--- src/rtl/l2_mshr_mt_entry_pkg.sv ---
// l2_mshr_mt_entry_pkg
// Shared field widths, TileLink-style opcodes and MSHR state encodings used by
// the multi-target MSHR entry and its target FIFO.
package l2_mshr_mt_entry_pkg;

    localparam int SET_BITS    = 6;
    localparam int TAG_BITS    = 20;
    localparam int WAY_BITS    = 2;
    localparam int OFFSET_BITS = 4;
    localparam int SOURCE_BITS = 4;
    localparam int OP_BITS     = 3;

    localparam logic [OP_BITS-1:0] OP_PUTFULL    = 3'd0;
    localparam logic [OP_BITS-1:0] OP_PUTPARTIAL = 3'd1;
    localparam logic [OP_BITS-1:0] OP_GET        = 3'd4;

    typedef enum logic [2:0] {
        MSHR_ST_IDLE   = 3'd0,
        MSHR_ST_REQ    = 3'd1,
        MSHR_ST_WAIT_D = 3'd2,
        MSHR_ST_DIR    = 3'd3,
        MSHR_ST_REPLAY = 3'd4
    } mshr_state_e;

    function automatic logic is_put(input logic [OP_BITS-1:0] op);
        return (op == OP_PUTFULL) || (op == OP_PUTPARTIAL);
    endfunction

endpackage

--- src/rtl/l2_mshr_tgt_fifo.sv ---
// l2_mshr_tgt_fifo
// Target FIFO of one MSHR entry; holds {op, src, off} of every request merged
// into the line, in arrival order.
// Ports: clk, rst_n (async, active-low), push/din, pop/dout (head),
//        count (exact occupancy), empty, full.
module l2_mshr_tgt_fifo #(
    parameter int DEPTH = 4,
    parameter int WIDTH = 11,
    localparam int CNT_W = $clog2(DEPTH + 1),
    localparam int PTR_W = (DEPTH > 1) ? $clog2(DEPTH) : 1
) (
    input  logic             clk,
    input  logic             rst_n,
    input  logic             push,
    input  logic [WIDTH-1:0] din,
    input  logic             pop,
    output logic [WIDTH-1:0] dout,
    output logic [CNT_W-1:0] count,
    output logic             empty,
    output logic             full
);

    logic [WIDTH-1:0] mem [DEPTH];
    logic [PTR_W-1:0] wr_ptr;
    logic [PTR_W-1:0] rd_ptr;
    logic             do_push;
    logic             do_pop;

    assign empty   = (count == '0);
    assign full    = (count == CNT_W'(DEPTH));
    assign do_push = push && !full;
    assign do_pop  = pop && !empty;
    assign dout    = mem[rd_ptr];

    function automatic logic [PTR_W-1:0] ptr_inc(input logic [PTR_W-1:0] p);
        return (p == PTR_W'(DEPTH - 1)) ? '0 : p + PTR_W'(1);
    endfunction

    always_ff @(posedge clk or negedge rst_n) begin
        if (!rst_n) begin
            for (int i = 0; i < DEPTH; i++) mem[i] <= '0;
            wr_ptr <= '0;
            rd_ptr <= '0;
            count  <= '0;
        end else begin
            if (do_push) begin
                mem[wr_ptr] <= din;
                wr_ptr      <= ptr_inc(wr_ptr);
            end
            if (do_pop) rd_ptr <= ptr_inc(rd_ptr);
            case ({do_push, do_pop})
                2'b10:   count <= count + CNT_W'(1);
                2'b01:   count <= count - CNT_W'(1);
                default: count <= count;
            endcase
        end
    end

    a_no_overflow: assert property (@(posedge clk) disable iff (!rst_n) !(push && full));

endmodule

--- src/rtl/l2_mshr_mt_entry.sv ---
// l2_mshr_mt_entry
// One L2 MSHR entry with multi-target merging: issues one refill GET, absorbs
// same-line requests (PUT words masked into the line, overriding refill data),
// writes the directory, then replays every target in arrival order.
// Ports: alloc_* (primary miss), lookup_*/match_o (scheduler probe),
//        merge_* (secondary targets), a_* (refill GET), hold_i, d_* (refill data),
//        mixed_i (skip dir write), dir_* (directory update), resp_* (replay),
//        busy_o, tgt_cnt_o.
//
// state  | meaning
// IDLE   | free, accepting an allocation
// REQ    | refill GET presented on channel A
// WAIT_D | waiting for the refill data beat
// DIR    | directory update (skipped when mixed_r)
// REPLAY | presenting held targets on the response port
module l2_mshr_mt_entry
    import l2_mshr_mt_entry_pkg::*;
#(
    parameter int DATA_W  = 128,
    parameter int WORD_W  = 32,
    parameter int MAX_TGT = 4,
    parameter int SET_W   = SET_BITS,
    parameter int TAG_W   = TAG_BITS,
    parameter int WAY_W   = WAY_BITS,
    parameter int OFF_W   = OFFSET_BITS,
    parameter int SRC_W   = SOURCE_BITS,
    parameter int OP_W    = OP_BITS,
    localparam int MASK_W = DATA_W / WORD_W,
    localparam int CNT_W  = $clog2(MAX_TGT + 1),
    localparam int TGT_W  = OP_W + SRC_W + OFF_W
) (
    input  logic              clk,
    input  logic              rst_n,
    input  logic              alloc_valid_i,
    output logic              alloc_ready_o,
    input  logic [SET_W-1:0]  alloc_set_i,
    input  logic [TAG_W-1:0]  alloc_tag_i,
    input  logic [WAY_W-1:0]  alloc_way_i,
    input  logic [OP_W-1:0]   alloc_op_i,
    input  logic [SRC_W-1:0]  alloc_src_i,
    input  logic [OFF_W-1:0]  alloc_off_i,
    input  logic [DATA_W-1:0] alloc_data_i,
    input  logic [MASK_W-1:0] alloc_mask_i,
    output logic              busy_o,
    output logic              match_o,
    input  logic [SET_W-1:0]  lookup_set_i,
    input  logic [TAG_W-1:0]  lookup_tag_i,
    input  logic              merge_valid_i,
    output logic              merge_ready_o,
    input  logic [OP_W-1:0]   merge_op_i,
    input  logic [SRC_W-1:0]  merge_src_i,
    input  logic [OFF_W-1:0]  merge_off_i,
    input  logic [DATA_W-1:0] merge_data_i,
    input  logic [MASK_W-1:0] merge_mask_i,
    output logic              a_valid_o,
    input  logic              a_ready_i,
    output logic [SET_W-1:0]  a_set_o,
    output logic [TAG_W-1:0]  a_tag_o,
    output logic [OP_W-1:0]   a_op_o,
    output logic [MASK_W-1:0] a_mask_o,
    input  logic              hold_i,
    input  logic              d_valid_i,
    input  logic [DATA_W-1:0] d_data_i,
    input  logic              mixed_i,
    output logic              dir_valid_o,
    input  logic              dir_ready_i,
    output logic [SET_W-1:0]  dir_set_o,
    output logic [TAG_W-1:0]  dir_tag_o,
    output logic [WAY_W-1:0]  dir_way_o,
    output logic              resp_valid_o,
    input  logic              resp_ready_i,
    output logic [OP_W-1:0]   resp_op_o,
    output logic [SRC_W-1:0]  resp_src_o,
    output logic [OFF_W-1:0]  resp_off_o,
    output logic [DATA_W-1:0] resp_data_o,
    output logic [CNT_W-1:0]  tgt_cnt_o
);

    mshr_state_e       state, state_next;
    logic [SET_W-1:0]  set_r;
    logic [TAG_W-1:0]  tag_r;
    logic [WAY_W-1:0]  way_r;
    logic [DATA_W-1:0] line_data, line_next, refill_base;
    logic [MASK_W-1:0] dirty_mask, dirty_next;
    logic              mixed_r;

    logic              alloc_fire, merge_fire, merge_put, refill, pop;
    logic              fifo_empty, fifo_full;
    logic [TGT_W-1:0]  fifo_din, fifo_head;

    function automatic logic [DATA_W-1:0] wmask(input logic [MASK_W-1:0] m);
        logic [DATA_W-1:0] r;
        for (int i = 0; i < MASK_W; i++) r[i*WORD_W +: WORD_W] = {WORD_W{m[i]}};
        return r;
    endfunction

    assign alloc_ready_o = (state == MSHR_ST_IDLE);
    assign busy_o        = (state != MSHR_ST_IDLE);
    assign match_o       = busy_o && (set_r == lookup_set_i) && (tag_r == lookup_tag_i);
    assign merge_ready_o = ((state == MSHR_ST_REQ) || (state == MSHR_ST_WAIT_D)) && !fifo_full;

    assign alloc_fire = alloc_valid_i && alloc_ready_o;
    assign merge_fire = merge_valid_i && merge_ready_o;
    assign merge_put  = merge_fire && is_put(merge_op_i);
    assign refill     = (state == MSHR_ST_WAIT_D) && d_valid_i;
    assign pop        = resp_valid_o && resp_ready_i;

    assign a_set_o     = set_r;
    assign a_tag_o     = tag_r;
    assign a_op_o      = OP_GET;
    assign a_mask_o    = '1;
    assign dir_set_o   = set_r;
    assign dir_tag_o   = tag_r;
    assign dir_way_o   = way_r;
    assign resp_data_o = line_data;
    assign {resp_op_o, resp_src_o, resp_off_o} = fifo_head;

    assign fifo_din = alloc_fire ? {alloc_op_i, alloc_src_i, alloc_off_i}
                                 : {merge_op_i, merge_src_i, merge_off_i};

    // A PUT merging in the same cycle as the refill beat already counts as
    // dirty for the blend, then its own words are laid over the result.
    always_comb begin
        dirty_next  = dirty_mask | (merge_put ? merge_mask_i : '0);
        refill_base = refill ? ((d_data_i & ~wmask(dirty_next)) | (line_data & wmask(dirty_next)))
                             : line_data;
        line_next   = merge_put ? ((refill_base & ~wmask(merge_mask_i)) |
                                   (merge_data_i & wmask(merge_mask_i)))
                                : refill_base;
    end

    always_comb begin
        state_next   = state;
        a_valid_o    = 1'b0;
        dir_valid_o  = 1'b0;
        resp_valid_o = 1'b0;
        case (state)
            MSHR_ST_IDLE:   if (alloc_valid_i) state_next = MSHR_ST_REQ;
            MSHR_ST_REQ: begin
                a_valid_o = !hold_i;
                if (!hold_i && a_ready_i) state_next = MSHR_ST_WAIT_D;
            end
            MSHR_ST_WAIT_D: if (d_valid_i) state_next = MSHR_ST_DIR;
            MSHR_ST_DIR: begin
                dir_valid_o = !mixed_r;
                if (mixed_r || dir_ready_i) state_next = MSHR_ST_REPLAY;
            end
            MSHR_ST_REPLAY: begin
                resp_valid_o = !fifo_empty;
                if (fifo_empty || ((tgt_cnt_o == CNT_W'(1)) && resp_ready_i))
                    state_next = MSHR_ST_IDLE;
            end
            default:        state_next = MSHR_ST_IDLE;
        endcase
    end

    always_ff @(posedge clk or negedge rst_n) begin
        if (!rst_n) begin
            state      <= MSHR_ST_IDLE;
            set_r      <= '0;
            tag_r      <= '0;
            way_r      <= '0;
            line_data  <= '0;
            dirty_mask <= '0;
            mixed_r    <= 1'b0;
        end else begin
            state <= state_next;
            if (alloc_fire) begin
                set_r      <= alloc_set_i;
                tag_r      <= alloc_tag_i;
                way_r      <= alloc_way_i;
                line_data  <= alloc_data_i & wmask(alloc_mask_i);
                dirty_mask <= is_put(alloc_op_i) ? alloc_mask_i : '0;
                mixed_r    <= 1'b0;
            end else begin
                line_data  <= line_next;
                dirty_mask <= dirty_next;
                if (busy_o && mixed_i) mixed_r <= 1'b1;
            end
        end
    end

    l2_mshr_tgt_fifo #(
        .DEPTH (MAX_TGT),
        .WIDTH (TGT_W)
    ) u_tgt_fifo (
        .clk   (clk),
        .rst_n (rst_n),
        .push  (alloc_fire || merge_fire),
        .din   (fifo_din),
        .pop   (pop),
        .dout  (fifo_head),
        .count (tgt_cnt_o),
        .empty (fifo_empty),
        .full  (fifo_full)
    );

endmodule

--- config.mk ---
export PLATFORM = sky130hd
export DESIGN_NAME = l2_mshr_mt_entry
export DESIGN_NICKNAME = d
export VERILOG_FILES = /design/src/rtl/l2_mshr_mt_entry_pkg.sv /design/src/rtl/l2_mshr_tgt_fifo.sv /design/src/rtl/l2_mshr_mt_entry.sv
export SDC_FILE = /design/constraint.sdc
export NUM_CORES = 1
export LEC_CHECK = 0
export BUFFER_PORTS_ARGS = -buffer_cell sky130_fd_sc_hd__buf_2
export CAP_MARGIN = 40
export CORE_AREA = 2 2 264 266
export CTS_BUF_LIST = sky130_fd_sc_hd__clkbuf_4 sky130_fd_sc_hd__clkbuf_8
export DETAILED_ROUTE_END_ITERATION = 8
export DIE_AREA = 0 0 266 268
export HOLD_SLACK_MARGIN = 0.05
export PLACE_DENSITY = 0.45
export SLEW_MARGIN = 20
export SYNTH_ARGS = -nofsm -noshare
export SYNTH_HDL_FRONTEND = slang
export SYNTH_SLANG_ARGS = --single-unit
--- constraint.sdc ---
create_clock -name clk -period 2.9 [get_ports clk]
set_input_delay 0.29 -clock clk [delete_from_list [all_inputs] [get_ports clk]]
set_output_delay 0.29 -clock clk [all_outputs]
set_load 0.01 [all_outputs]
==> Word-level counts from Yosys, hierarchy flattened <==
Index checks and enable logic that the tools add are counted.
{ "word_totals": {"in_bits": 478, "ff_bits": 215, "output_inout_bits": 210} }
{ "classes": {"order_cmp": 3, "bitwise_logic": 12, "n_eq_ne": 19, "reduce_logical": 32, "n_mux": 27, "n_addsub": 4} }
{ "ops": {"columns": ["operator", "n"], "rows": [
  ["AND 128 bit", 5],
  ["2-to-1 mux 128 bit", 3],
  ["NOT 128 bit", 2],
  ["bitwise OR 128 bit", 2],
  ["bitwise mux 44 bit", 1],
  ["2-to-1 mux 11 bit", 4],
  ["binary-select mux 11 bit (select 2 bit)", 1],
  ["demux 11 bit (select 2 bit)", 1],
  ["== test 20 bit", 1],
  ["2-to-1 mux 3 bit", 5],
  ["case mux 3 bit (5 select lines)", 1],
  ["logical AND 1 bit", 14],
  ["== test 3 x 1 -> 1 bit, second input constant", 4],
  ["logical NOT 3 bit", 4],
  ["2-to-1 mux 4 bit", 3],
  ["inequality test 2 bit, second input constant", 4],
  ["== test 2 bit, second input constant", 3],
  ["== test 3 x 2 -> 1 bit, second input constant", 2],
  ["== test 3 bit, second input constant", 2],
  ["== test 6 bit", 1],
  [">= comparator 3 bit, second input constant", 2],
  ["logical OR 1 bit", 6],
  ["NOT 2 -> 3 bit", 2],
  ["case mux 3 bit (2 select lines)", 1],
  ["13 further kinds", 23]
]} }

==> Logic depth before layout (Yosys ltp) <==
Gate-level depths: netlist of the first run.
{ "depth": {"ltp_word": 15, "depth_mapped": 10, "depth_no_buf": 10} }

==> Hierarchy <==
From an unflattened synthesis of the first run, not the netlist that was laid out.
{ "hier_totals": {"hier_cells": 1242, "hier_area_um2": 12929.9} }
{ "by_module_without_submodules": {"columns": ["module", "area_per_inst_um2", "n_inst", "cells_per_inst", "seq_area_each_um2"], "rows": [
  ["l2_mshr_mt_entry", 10581.4, 1, 1094, 4103.9],
  ["l2_mshr_tgt_fifo", 2348.5, 1, 148, 1276.2]
]} }

==> Worst setup path before layout of the first run <==
OpenSTA, ideal clock, no wires.
{ "synth_timing": {"path_kind": "register to register", "start": "register u_tgt_fifo.count[0]", "end": "register u_tgt_fifo.count[2]", "path_buffers": 0, "arrival_ns": 2.262, "setup_slack_ns": 0.508, "required_time_ns": 2.770, "period_less_slack_ns": 2.392, "stages_incl_launch_ff": 11, "setup_time_ns": 0.130, "cell_sequence": "dfrtp_1 -> inv_1 -> ha_1 -> nor2b_1 -> nor4b_1 -> nand2_1 -> inv_1 -> ha_1 -> mux2i_1 -> nor2_1 -> xor2_1"} }
{ "synth_rtl": {"columns": ["element", "line", "source"], "rows": [
  ["start, declared", "l2_mshr_tgt_fifo.sv:18", "output logic [CNT_W-1:0] count,"],
  ["start signal, assigned", "l2_mshr_tgt_fifo.sv:52", "2'b10: count <= count + CNT_W'(1);"],
  ["start signal, assigned", "l2_mshr_tgt_fifo.sv:53", "2'b01: count <= count - CNT_W'(1);"],
  ["start signal, assigned", "l2_mshr_tgt_fifo.sv:54", "default: count <= count;"],
  ["logical NOT 3 bit *", "l2_mshr_tgt_fifo.sv:29", "assign empty = (count == '0);"],
  ["logical NOT 1 bit *", "l2_mshr_mt_entry.sv:149", "resp_valid_o = !fifo_empty;"],
  ["2-to-1 mux 1 bit *", "l2_mshr_mt_entry.sv:137", "case (state)"],
  ["net resp_valid_o", "l2_mshr_mt_entry.sv:70", "output logic resp_valid_o,"],
  ["logical AND 1 bit *", "l2_mshr_mt_entry.sv:106", "assign pop = resp_valid_o && resp_ready_i;"],
  ["logical AND 1 bit *", "l2_mshr_tgt_fifo.sv:32", "assign do_pop = pop && !empty;"],
  ["net u_tgt_fifo.do_pop", "l2_mshr_tgt_fifo.sv:27", "logic do_pop;"],
  ["== test 2 x 1 -> 1 bit or == test 2 bit (tied branches)", "l2_mshr_tgt_fifo.sv:51", "case ({do_push, do_pop})"],
  ["case mux 3 bit (2 select lines) or nonzero test 2 bit (tied branches)", null, null]
]} }
Mark *: on every way through the listed nets, which the timed path passes. The rest lies on a longest branch.
A chain may end at the register's enable or synchronous reset.

==> Worst setup path in the final report of the first run <==
{ "layout_timing": {"start": "register u_tgt_fifo.count[0]", "end": "register line_data[51], in the netlist resp_data_o[51]"} }
{ "layout_via": {"elab_chain_len": 15} }
{ "layout_lines": {"columns": ["element", "line", "source"], "rows": [
  ["== test 3 bit *", "l2_mshr_tgt_fifo.sv:30", "assign full = (count == CNT_W'(DEPTH));"],
  ["logical NOT 1 bit *", "l2_mshr_mt_entry.sv:100", "assign merge_ready_o = ((state == MSHR_ST_REQ) || (state == MSHR_ST_WAIT_D)) && !fifo_full;"],
  ["logical AND 1 bit *", "l2_mshr_mt_entry.sv:100", null],
  ["logical AND 1 bit *", "l2_mshr_mt_entry.sv:103", "assign merge_fire = merge_valid_i && merge_ready_o;"],
  ["logical AND 1 bit *", "l2_mshr_mt_entry.sv:104", "assign merge_put = merge_fire && is_put(merge_op_i);"],
  ["2-to-1 mux 4 bit", "l2_mshr_mt_entry.sv:124", "dirty_next = dirty_mask | (merge_put ? merge_mask_i : '0);"],
  ["bitwise OR 4 bit", "l2_mshr_mt_entry.sv:124", null],
  ["NOT 128 bit", "l2_mshr_mt_entry.sv:125", "refill_base = refill ? ((d_data_i & ~wmask(dirty_next)) | (line_data & wmask(dirty_next)))"],
  ["AND 128 bit", "l2_mshr_mt_entry.sv:125", null],
  ["bitwise OR 128 bit", "l2_mshr_mt_entry.sv:125", null],
  ["2-to-1 mux 128 bit", "l2_mshr_mt_entry.sv:125", null],
  ["AND 128 bit", "l2_mshr_mt_entry.sv:127", "line_next = merge_put ? ((refill_base & ~wmask(merge_mask_i)) |"],
  ["bitwise OR 128 bit", "l2_mshr_mt_entry.sv:127", null],
  ["2-to-1 mux 128 bit *", "l2_mshr_mt_entry.sv:127", null],
  ["2-to-1 mux 128 bit *", "l2_mshr_mt_entry.sv:168", "if (alloc_fire) begin"],
  ["end signal, assigned", "l2_mshr_mt_entry.sv:172", "line_data <= alloc_data_i & wmask(alloc_mask_i);"],
  ["end signal, assigned", "l2_mshr_mt_entry.sv:176", "line_data <= line_next;"],
  ["end, declared", "l2_mshr_mt_entry.sv:83", "logic [DATA_W-1:0] line_data, line_next, refill_base;"]
]} }
Every way passes the cells marked *; elsewhere a longest branch is shown, timed or not.

==> impl_metrics.yaml, run 1 <==
global_route:
  overflow: 0
  grt_pass1_wl_mm: 76.28
  grt_max_degree: 94
  antenna_found_initial: 7
  grt_pass1_vias: 13457
  grtUsageTotal: 0.1391
placement:
  gp_congestion: 0.9328
  port_buffers: 680
  hpwlAfterDp_mm: 37.28
drt:
  vias_per_cell: 4.124
  drc_errors: 0
  wire_per_inst_um: 17.33
  vias: 12443
  drtAntennaViolNets: 0
  wl_mm: 52.28
  drt_first_pass_iters: 5
  drt_iter0_markers: 565
clocking:
  cts_tree: "done"
  h-tree-depth: 2
  cts.sinks: 215
  cts-buffers-inserted: 44
  path_clk_slew_ns: 0.06
  clkLatencyLatePin_ns: 0.61
  clockBufferDepth: 3
  root_buffer: "clkbuf_8"
synth:
  yosysMostFrequentCell: "dfrtp_1"
  ys_top_cells_by_area: "dfrtp_1 (48%), mux2i_1 (12%), a22oi_1 (8.6%)"
  ys_seq_area_frac: 0.4801
  async_reset_ff_frac: 1.000
  yosysTopAreaCellShare: 0.4801
  syn_area_mm2: 0.01121
  synth.largest_area_cell: "dfrtp_1"
  synth_ff_type: "dfrtp_1"
  synth_edf_count: 0
  synthTopCellsByCount: "dfrtp_1 (215), mux2i_1 (130), a22oi_1 (128), nand2_1 (125), o21ai_1 (117)"
  syn_inst: 1012
  synth-seq-cells: 215
  ys_warn_count: 0
  yosysUniqueCellTypes: 44
  avgSynthCellArea_um2: 11.07
floorplanning:
  dieArea_mm2: 0.07129
  core-area_mm2: 0.06823
  die_h_um: 268
  die_w_um: 266
  start_util: 0.1642
  ios: 688
  rows: 96
sta:
  relSlewSlack: 0.4156
  setup_tns_ns: 0
  fmax_ghz: 0.3662
  setup_violations: 0
  skew_ns: 0.02632
  final_max_slew_viol_count: 0
  tightest_slew_ns: 0.8766
  fin_hold_ws_ns: 0.1236
  rsz0062_at_grt: "false"
  fin_crit_ns: 2.731
  fin_crit_sh: 0.9417
  hold_viol_final: 0
worst_setup_path:
  slowest_delay_ns: 0.57
  worstPathRequired_ns: 3.37
  crit_type: "flop to flop"
  cp_max_fo: 33
  slowest_stage: "dlygate4sd3_1"
  critPathArrivalTime_ns: 3.20
  critical_path.top_delay_family: "buffers and inverters"
  worst-path-buf-inv: 4
  reg2reg_depth: 9
  path_cells: "inv_1 > ha_1 > a21o_2 > nor3_4 > buf_6 > or2_1 > buf_12 > o21ai_1 > dlygate4sd3_1"
  cp-start-kind: "flop"
  r2r_slack_ns: 0.17
  path_depth: 9
  endpoint_kind: "flop"
final_layout:
  layout-drive-gt1-share: 0.4109
  multiInputGateArea_mm2: 0.005276
  ff_latch_area_mm2: 0.005380
  area_growth_syn_to_layout_pct: 85.69
  fillers: 7014
  fin_nets: 2584
power_and_ir_drop:
  power_density_mw_per_mm2: 801.2
  fin_total_pwr_mw: 16.67
  ir_worst_vdd_v: 0.0003175
  leakage_nw: 9.580
min_path:
  min_path_cells: 4
  min_path_type: "primary input to flop"
run:
  cap_violations: 0
status:
  status: "completed"
[cell type report]
cell class	count	share of cell area
repair buffers	1141	0.3856
flip-flops and latches	215	0.2586
inverters	8	0.001443
well taps	882	0.05304
clock buffers	71	0.04305
clock inverters	11	0.004390
multi-input cells	686	0.2536
diodes	3	0.0003608
[worst paths after layout]
| kind | start | to |
|---|---|---|
| worst min-delay path | merge_off_i[3] | u_tgt_fifo.mem[36] |
| worst max-delay path | u_tgt_fifo.count[0] | resp_data_o[51] |
| min in group asynchronous | rst_n | a_tag_o[0] |
| worst max register to register | u_tgt_fifo.count[0] | resp_data_o[51] |
| worst min register to register | dir_way_o[1] | dir_way_o[1] |
| max in group asynchronous | rst_n | resp_data_o[38] |
[cell families after synthesis]
group,Yosys count,synth area share
compound gates,272,0.1525
flops,215,0.4801
xor+xnor,30,0.02412
simple gates,178,0.07459
buf+inv,116,0.05695
mux,189,0.1999
fa+ha+maj,10,0.01117
other cells,2,0.0006702
[layout by cell type (no fill, tap or decap), types with 10 or more instances in the layout]
cell / Yosys / layout
buf_2: 42 / 679
dlygate4sd3_1: 0 / 423
dfrtp_1: 215 / 215
mux2i_1: 130 / 130
a22oi_1: 128 / 128
nand2_1: 125 / 125
o21ai_1: 117 / 117
clkbuf_8: 0 / 58
mux2_4: 40 / 40
buf_4: 40 / 28
xor2_1: 27 / 27
o21ai_0: 16 / 16
clkbuf_4: 0 / 13
mux4_2: 11 / 11
ha_1: 10 / 10
[tightest hold or removal path: stages]
cell and delay (ns):
buf_2 0.08, nand2_1 0.04, nand2_1 0.14, mux2_4 0.16
[report_power, final]
group          internal (mW)  total, mW  leakage [nW]  switching [mW]
Combinational           3.83       7.72          6.35            3.90
Clock                   1.99       3.50         0.526            1.51
Sequential              4.36       5.45          2.70            1.09
[metal layers]
layer | up-vias | wire length [um] | track usage
met1 | 5905 | 19950 | 0.1498
met2 | 579 | 25960 | 0.2487
li1 | 5821 | - | -
met3 | 132 | 3584 | 0.03491
met5 | - | 35 | 0
met4 | 6 | 2749 | 0.07835
[sequential cells by signal, indices dropped and copies added (netlist names)]
name               count
a_set_o                6
a_tag_o               20
dir_way_o              2
dirty_mask             4
mixed_r                1
resp_data_o          128
state                  3
u_tgt_fifo.count       3
u_tgt_fifo.mem        44
u_tgt_fifo.rd_ptr      2
u_tgt_fifo.wr_ptr      2
[per-stage QoR]
step	cell area (um2)	util	worst slack (ns)	instances
after floorplan	11220	-	0.5082	1017
after global placement	15550	0.2279	0.6183	2508
after detailed placement	15560	0.2281	0.5547	2509
after CTS	20780	0.3046	0.01526	3014
after global routing	20810	0.3050	0.01460	3017
final	20810	0.3050	0.1692	3017
[repair_timing]
| action | CTS | global route |
|---|---|---|
| hold endpoints to repair | 260 | 0 |
| buffers inserted | 0 | 0 |
| endpoints found under the setup margin | 0 | 38 |
| gates resized for setup | 0 | 5 |
| hold buffers | 423 | 0 |
Note: power is estimated with default switching activity, not from simulation.
==> inputs of run 2 (changes only) <==
PLACE_DENSITY = default   (was 0.45)
PLACE_DENSITY_LB_ADDON = 0.3   (was default)
==> run 2 against run 1 <==
Against the previous run: power up 0.39%; worst setup slack worse by 0.014 ns; via count up 0.81%; cell count about the same; sequential share of layout area about the same; critical path depth down 1; fmax down 0.52%; sequential power about the same.
==> impl_metrics.yaml, run 2 (synthesis gave the netlist of run 1 again) <==
final_layout:
  ff_latch_area_mm2: 0.005384
  fillers: 6957
  post-route-util: 0.3050
  final_cell_mix: "buf_2 (679), dlygate4sd3_1 (423), dfrtp_1 (212), mux2i_1 (130), a22oi_1 (128)"
  layout_commonest_cell: "buf_2"
  instances_no_fill: 3015
  fin_nets: 2582
  layout-drive-gt1-share: 0.4109
  area_growth_syn_to_layout_pct: 85.69
  largest_register_ffs: 128
  multiInputGateArea_mm2: 0.005276
global_route:
  grt_pass1_vias: 13192
  antenna_found_initial: 11
  grt_pass1_wl_mm: 76.76
  grt_use_met3: 0.04133
  grt_max_degree: 74
  use_met2: 0.2513
  gr-usage-met1: 0.1533
  busiest_layer: "met2"
  overflow: 0
  grtUsageTotal: 0.1415
clocking:
  clkLatencyLatePin_ns: 0.61
  cts.sinks: 215
  h-tree-depth: 2
  path_clk_slew_ns: 0.06
  cts-buffers-inserted: 43
  clockBufferDepth: 3
  cts_tree: "done"
  root_buffer: "clkbuf_8"
floorplanning:
  die_h_um: 268
  dieArea_mm2: 0.07129
  die_w_um: 266
  start_util: 0.1642
  core-area_mm2: 0.06823
  ios: 688
  rows: 96
worst_setup_path:
  cp_max_fo: 32
  critPathArrivalTime_ns: 3.25
  cp-start-kind: "flop"
  slowest_delay_ns: 0.64
  crit_type: "flop to flop"
  worstPathRequired_ns: 3.40
  endpoint_kind: "flop"
  slowest_stage: "dlygate4sd3_1"
  path_cells: "inv_1 > ha_1 > a21o_1 > nor3_4 > buf_6 > a22oi_1 > dlygate4sd3_1 > o21ai_1"
  worst-path-buf-inv: 3
  critical_path.top_delay_family: "buffers and inverters"
sta:
  fmax_ghz: 0.3643
  relSlewSlack: 0.5644
  skew_ns: 0.03164
  tightest_slew_ns: 0.6534
  fin_crit_ns: 2.745
  setup_violations: 0
  hold_viol_final: 0
  fin_crit_sh: 0.9466
  final_max_slew_viol_count: 0
drt:
  vias_per_cell: 4.161
  wl_mm: 53.77
  drt_first_pass_iters: 5
  drt_iter0_markers: 680
  drtAntennaViolNets: 0
  vias: 12544
  wire_per_inst_um: 17.83
  drc_errors: 0
placement:
  dpl.cell_count: 2504
  port_buffers: 680
  gp_congestion: 0.8955
  hpwlAfterDp_mm: 38.21
min_path:
  min_path_type: "primary input to flop"
power_and_ir_drop:
  power_density_mw_per_mm2: 804.4
  ir_worst_vdd_v: 0.0003284
  leakage_nw: 9.578
run:
  cap_violations: 0
status:
  status: "completed"
==> run 2: changes by cell type in the layout (fill, tap and decap cells not counted), moves of 3 or more <==
cell | before | now
bufinv_16 | 0 | 3
clkbuf_8 | 58 | 55
diode_2 | 3 | 6
dfrtp_1 | 215 | 212
dfrtp_2 | 0 | 3
clkinv_2 | 7 | 3
==> run 2: path summary, 6_finish.rpt <==
| path | slack, ns | from | depth (start not counted) | end |
|---|---|---|---|---|
| max in group asynchronous | 1.79 | rst_n | 3 | resp_data_o[78] |
| hold reg to reg | 0.48 | dir_way_o[0] | 2 | dir_way_o[0] |
| setup reg to reg | 0.15 | u_tgt_fifo.count[0] | 8 | resp_data_o[78] |
| hold / removal | 0.13 | alloc_off_i[1] | 4 | u_tgt_fifo.mem[34] |
| setup / recovery | 0.15 | u_tgt_fifo.count[0] | 8 | resp_data_o[78] |
| min in group asynchronous | 0.25 | rst_n | 2 | resp_data_o[106] |
==> run 2: per-layer routing <==
metal  vias up  share of wire
met5         -         0.0011
met4        10          0.053
met3       163          0.078
met2       647           0.49
met1      5906           0.38
li1       5818              -
==> run 2: timing repair <==
item	4_1_cts	5_1_grt
endpoints found under the setup margin	1	58
hold buffers	423	0
cloned	0	0
resized for setup	1	12
pin swaps	0	1
endpoints found under the hold margin	228	0
buffers inserted	0	4
==> run 2: final cells by class <==
| class | instances | share of cell area |
|---|---|---|
| Timing Repair Buffer | 1140 | 0.3846 |
| Tap cell | 882 | 0.05304 |
| Clock buffer | 68 | 0.04107 |
| Clock inverter | 10 | 0.006795 |
| Antenna cell | 6 | 0.0007216 |
| Inverter | 8 | 0.001443 |
| Sequential cell | 215 | 0.2587 |
| Multi-Input combinational cell | 686 | 0.2536 |
==> run 2: per-stage QoR <==
stage                     worst slack (ns)  TNS [ns]  hold slack, ns  instance area [um2]  power, mW
after floorplan                     0.5082         0       -0.005591                11220      9.535
after global placement              0.5152         0          0.3001                15480      12.40
after detailed placement            0.4662         0          0.2941                15480      12.50
after CTS                          0.01243         0         0.05288                20710      16.88
after global routing             -0.009635  -0.01605         0.09275                20800      17.90
final                               0.1548         0          0.1267                20810      16.74
==> run 2: worst register-to-register path: stages (launching register included) <==
cell	delay, ns
dfrtp_1	0.42
inv_1	0.09
ha_1	0.23
a21o_1	0.32
nor3_4	0.37
buf_6	0.31
a22oi_1	0.16
dlygate4sd3_1	0.64
o21ai_1	0.10
==> run 2: where the power goes <==
part	leakage (nW)	total, mW	switching [mW]	internal (mW)
combinational	6.36	7.66	3.91	3.74
sequential	2.70	5.46	1.10	4.36
clock	0.525	3.62	1.47	2.15
total	9.58	16.7	6.49	10.3
==> inputs of run 3 (changes only) <==
clock period = 2.4 ns   (was 2.9 ns; I/O delays follow)
==> run 3 against run 2 <==
Against the previous run: power up 20%; non-clock buffer count up 32; global-route usage up 0.39 points; cell count up 0.86%; count of clock-buffer cells in the layout down 5; clock skew up 0.013 ns; wire length up 3.4%; clock power up 11%; critical path type is now flop to primary output; largest cell class unchanged.
==> impl_metrics.yaml, run 3 (synthesis gave the netlist of run 1 again) <==
worst_setup_path:
  r2r_end: "resp_data_o[122]"
  path_cells: "or3_4 > inv_1 > nor3_1 > nand4_1 > nor3_2 > buf_2"
  slowest_delay_ns: 0.49
  crit_type: "flop to primary output"
  r2r_slack_ns: 0.06
  critPathArrivalTime_ns: 2.11
  endpoint_kind: "primary output"
  critical_path.top_delay_family: "simple AND/OR/NAND/NOR gates"
  worst-path-buf-inv: 2
  slowest_stage: "dfrtp_1"
  reg2reg_from: "state[2]"
  cp-start-kind: "flop"
  reg2reg_depth: 7
  worstPathRequired_ns: 2.16
  cp_max_fo: 5
status:
  status: "completed"
final_layout:
  layout-drive-gt1-share: 0.4160
  instances_no_fill: 3041
  layout_commonest_cell: "buf_2"
  post-route-util: 0.3099
  design_area_mm2: 0.02115
  multiInputGateArea_mm2: 0.005328
  largest_register_ffs: 128
  final_cell_mix: "buf_2 (678), dlygate4sd3_1 (439), dfrtp_1 (210), mux2i_1 (130), a22oi_1 (128)"
  area_growth_syn_to_layout_pct: 88.70
  fillers: 6896
  fin_nets: 2613
  ff_latch_area_mm2: 0.005386
sta:
  fmax_ghz: 0.4260
  skew_ns: 0.04451
  hold_viol_final: 0
  rsz0062_at_grt: "true"
  final_max_slew_viol_count: 0
  fin_crit_ns: 2.347
  fin_crit_sh: 0.9780
  setup_violations: 0
  relSlewSlack: 0.5456
  tightest_slew_ns: 0.6744
floorplanning:
  start_util: 0.1642
  die_w_um: 266
  dieArea_mm2: 0.07129
  core-area_mm2: 0.06823
  rows: 96
  ios: 688
  die_h_um: 268
power_and_ir_drop:
  fin_total_pwr_mw: 20.13
  power_density_mw_per_mm2: 951.9
  p_sw_frac: 0.3952
  p_int_mw: 12.17
  power_frac_seq: 0.325
  leakage_nw: 9.949
  pwr-share-comb: 0.476
  switchingPower_mw: 7.956
  ir_worst_vdd_v: 0.0004367
  pwr-share-clk: 0.200
drt:
  drtAntennaViolNets: 0
  drt_iter0_markers: 621
  drt_first_pass_iters: 5
  wire_per_inst_um: 18.28
  vias_per_cell: 4.206
  vias: 12789
  wl_mm: 55.58
  drc_errors: 0
clocking:
  root_buffer: "clkbuf_8"
  cts-buffers-inserted: 42
  h-tree-depth: 2
  path_clk_slew_ns: 0.08
  clockBufferDepth: 3
  cts.sinks: 215
  clkLatencyLatePin_ns: 0.63
  cts_tree: "done"
placement:
  hpwlAfterDp_mm: 38.14
  gp_congestion: 0.8800
  place_area_mm2: 0.01573
  dpl.cell_count: 2519
  port_buffers: 680
global_route:
  overflow: 0
  grtUsageTotal: 0.1454
  grt_pass1_wl_mm: 79.21
  grt_pass1_vias: 13561
  grt_max_degree: 69
  antenna_found_initial: 9
run:
  cap_violations: 0
min_path:
  min_path_cells: 4
  worstHoldStart: "alloc_op_i[0]"
  min_to: "u_tgt_fifo.mem[41]"
  min_path_type: "primary input to flop"
==> run 3: area by class of cell <==
cell class	count	area share
Inverter	8	0.001420
Antenna cell	5	0.0005917
Clock inverter	10	0.004438
Timing Repair Buffer	1172	0.3966
Clock buffer	63	0.03805
Multi-Input combinational cell	686	0.2520
Sequential cell	215	0.2547
Tap cell	882	0.05219
==> run 3: worst register-to-register path: stages, from the launching register on <==
cell	delay, ns
dfrtp_1	0.47
buf_4	0.20
nor4b_4	0.50
buf_4	0.29
and2_1	0.20
buf_12	0.20
a22oi_1	0.22
o21ai_1	0.13
==> run 3: worst max path at each step <==
stage / startpoint / end / slack [ns] / depth (start not counted)
3_3_place_gp: state[2] / u_tgt_fifo.mem[18] / 0.11 / 6
2_1_floorplan: u_tgt_fifo.count[0] / u_tgt_fifo.count[2] / 0.008 / 10
5_1_grt: a_tag_o[11] / match_o / -0.03 / 5
3_5_place_dp: state[2] / u_tgt_fifo.mem[40] / 0.12 / 6
4_1_cts: a_tag_o[10] / match_o / -0.03 / 5
6_report: state[2] / match_o / 0.05 / 6
==> run 3: through the flow <==
stage	hold slack (ns)	worst slack, ns	TNS (ns)
floorplan	-0.05559	0.008188	0
global placement	0.2030	0.1115	0
detailed placement	0.1990	0.1168	0
CTS	0.05139	-0.03168	-0.03168
global route	0.08743	-0.02920	-0.03206
finish	0.1490	0.05274	0
==> run 3: layer usage <==
layer / track usage / vias up / part of all wire
li1: - / 5860 / -
met1: 0.1608 / 6049 / 0.39
met2: 0.2581 / 721 / 0.49
met3: 0.03949 / 153 / 0.076
met4: 0.07015 / 6 / 0.045
met5: 0 / - / 0.00061
==> run 3: repair_timing <==
action                                  CTS  global route
hold endpoints to repair                414             0
setup buffers                             2             3
hold buffers                            439             0
endpoints found under the setup margin    8             8
pin swaps                                 4             6
gates resized for setup                  10             7
==> run 3: power by group through the flow <==
stage / combinational, mW / sequential (mW) / clock (mW)
4_1_cts: 9.53 / 6.51 / 4.23
5_1_grt: 10.4 / 6.72 / 4.42
6_report: 9.57 / 6.53 / 4.02
3_5_place_dp: 8.87 / 6.53 / 0
2_1_floorplan: 4.80 / 6.72 / 0
3_3_place_gp: 8.75 / 6.52 / 0
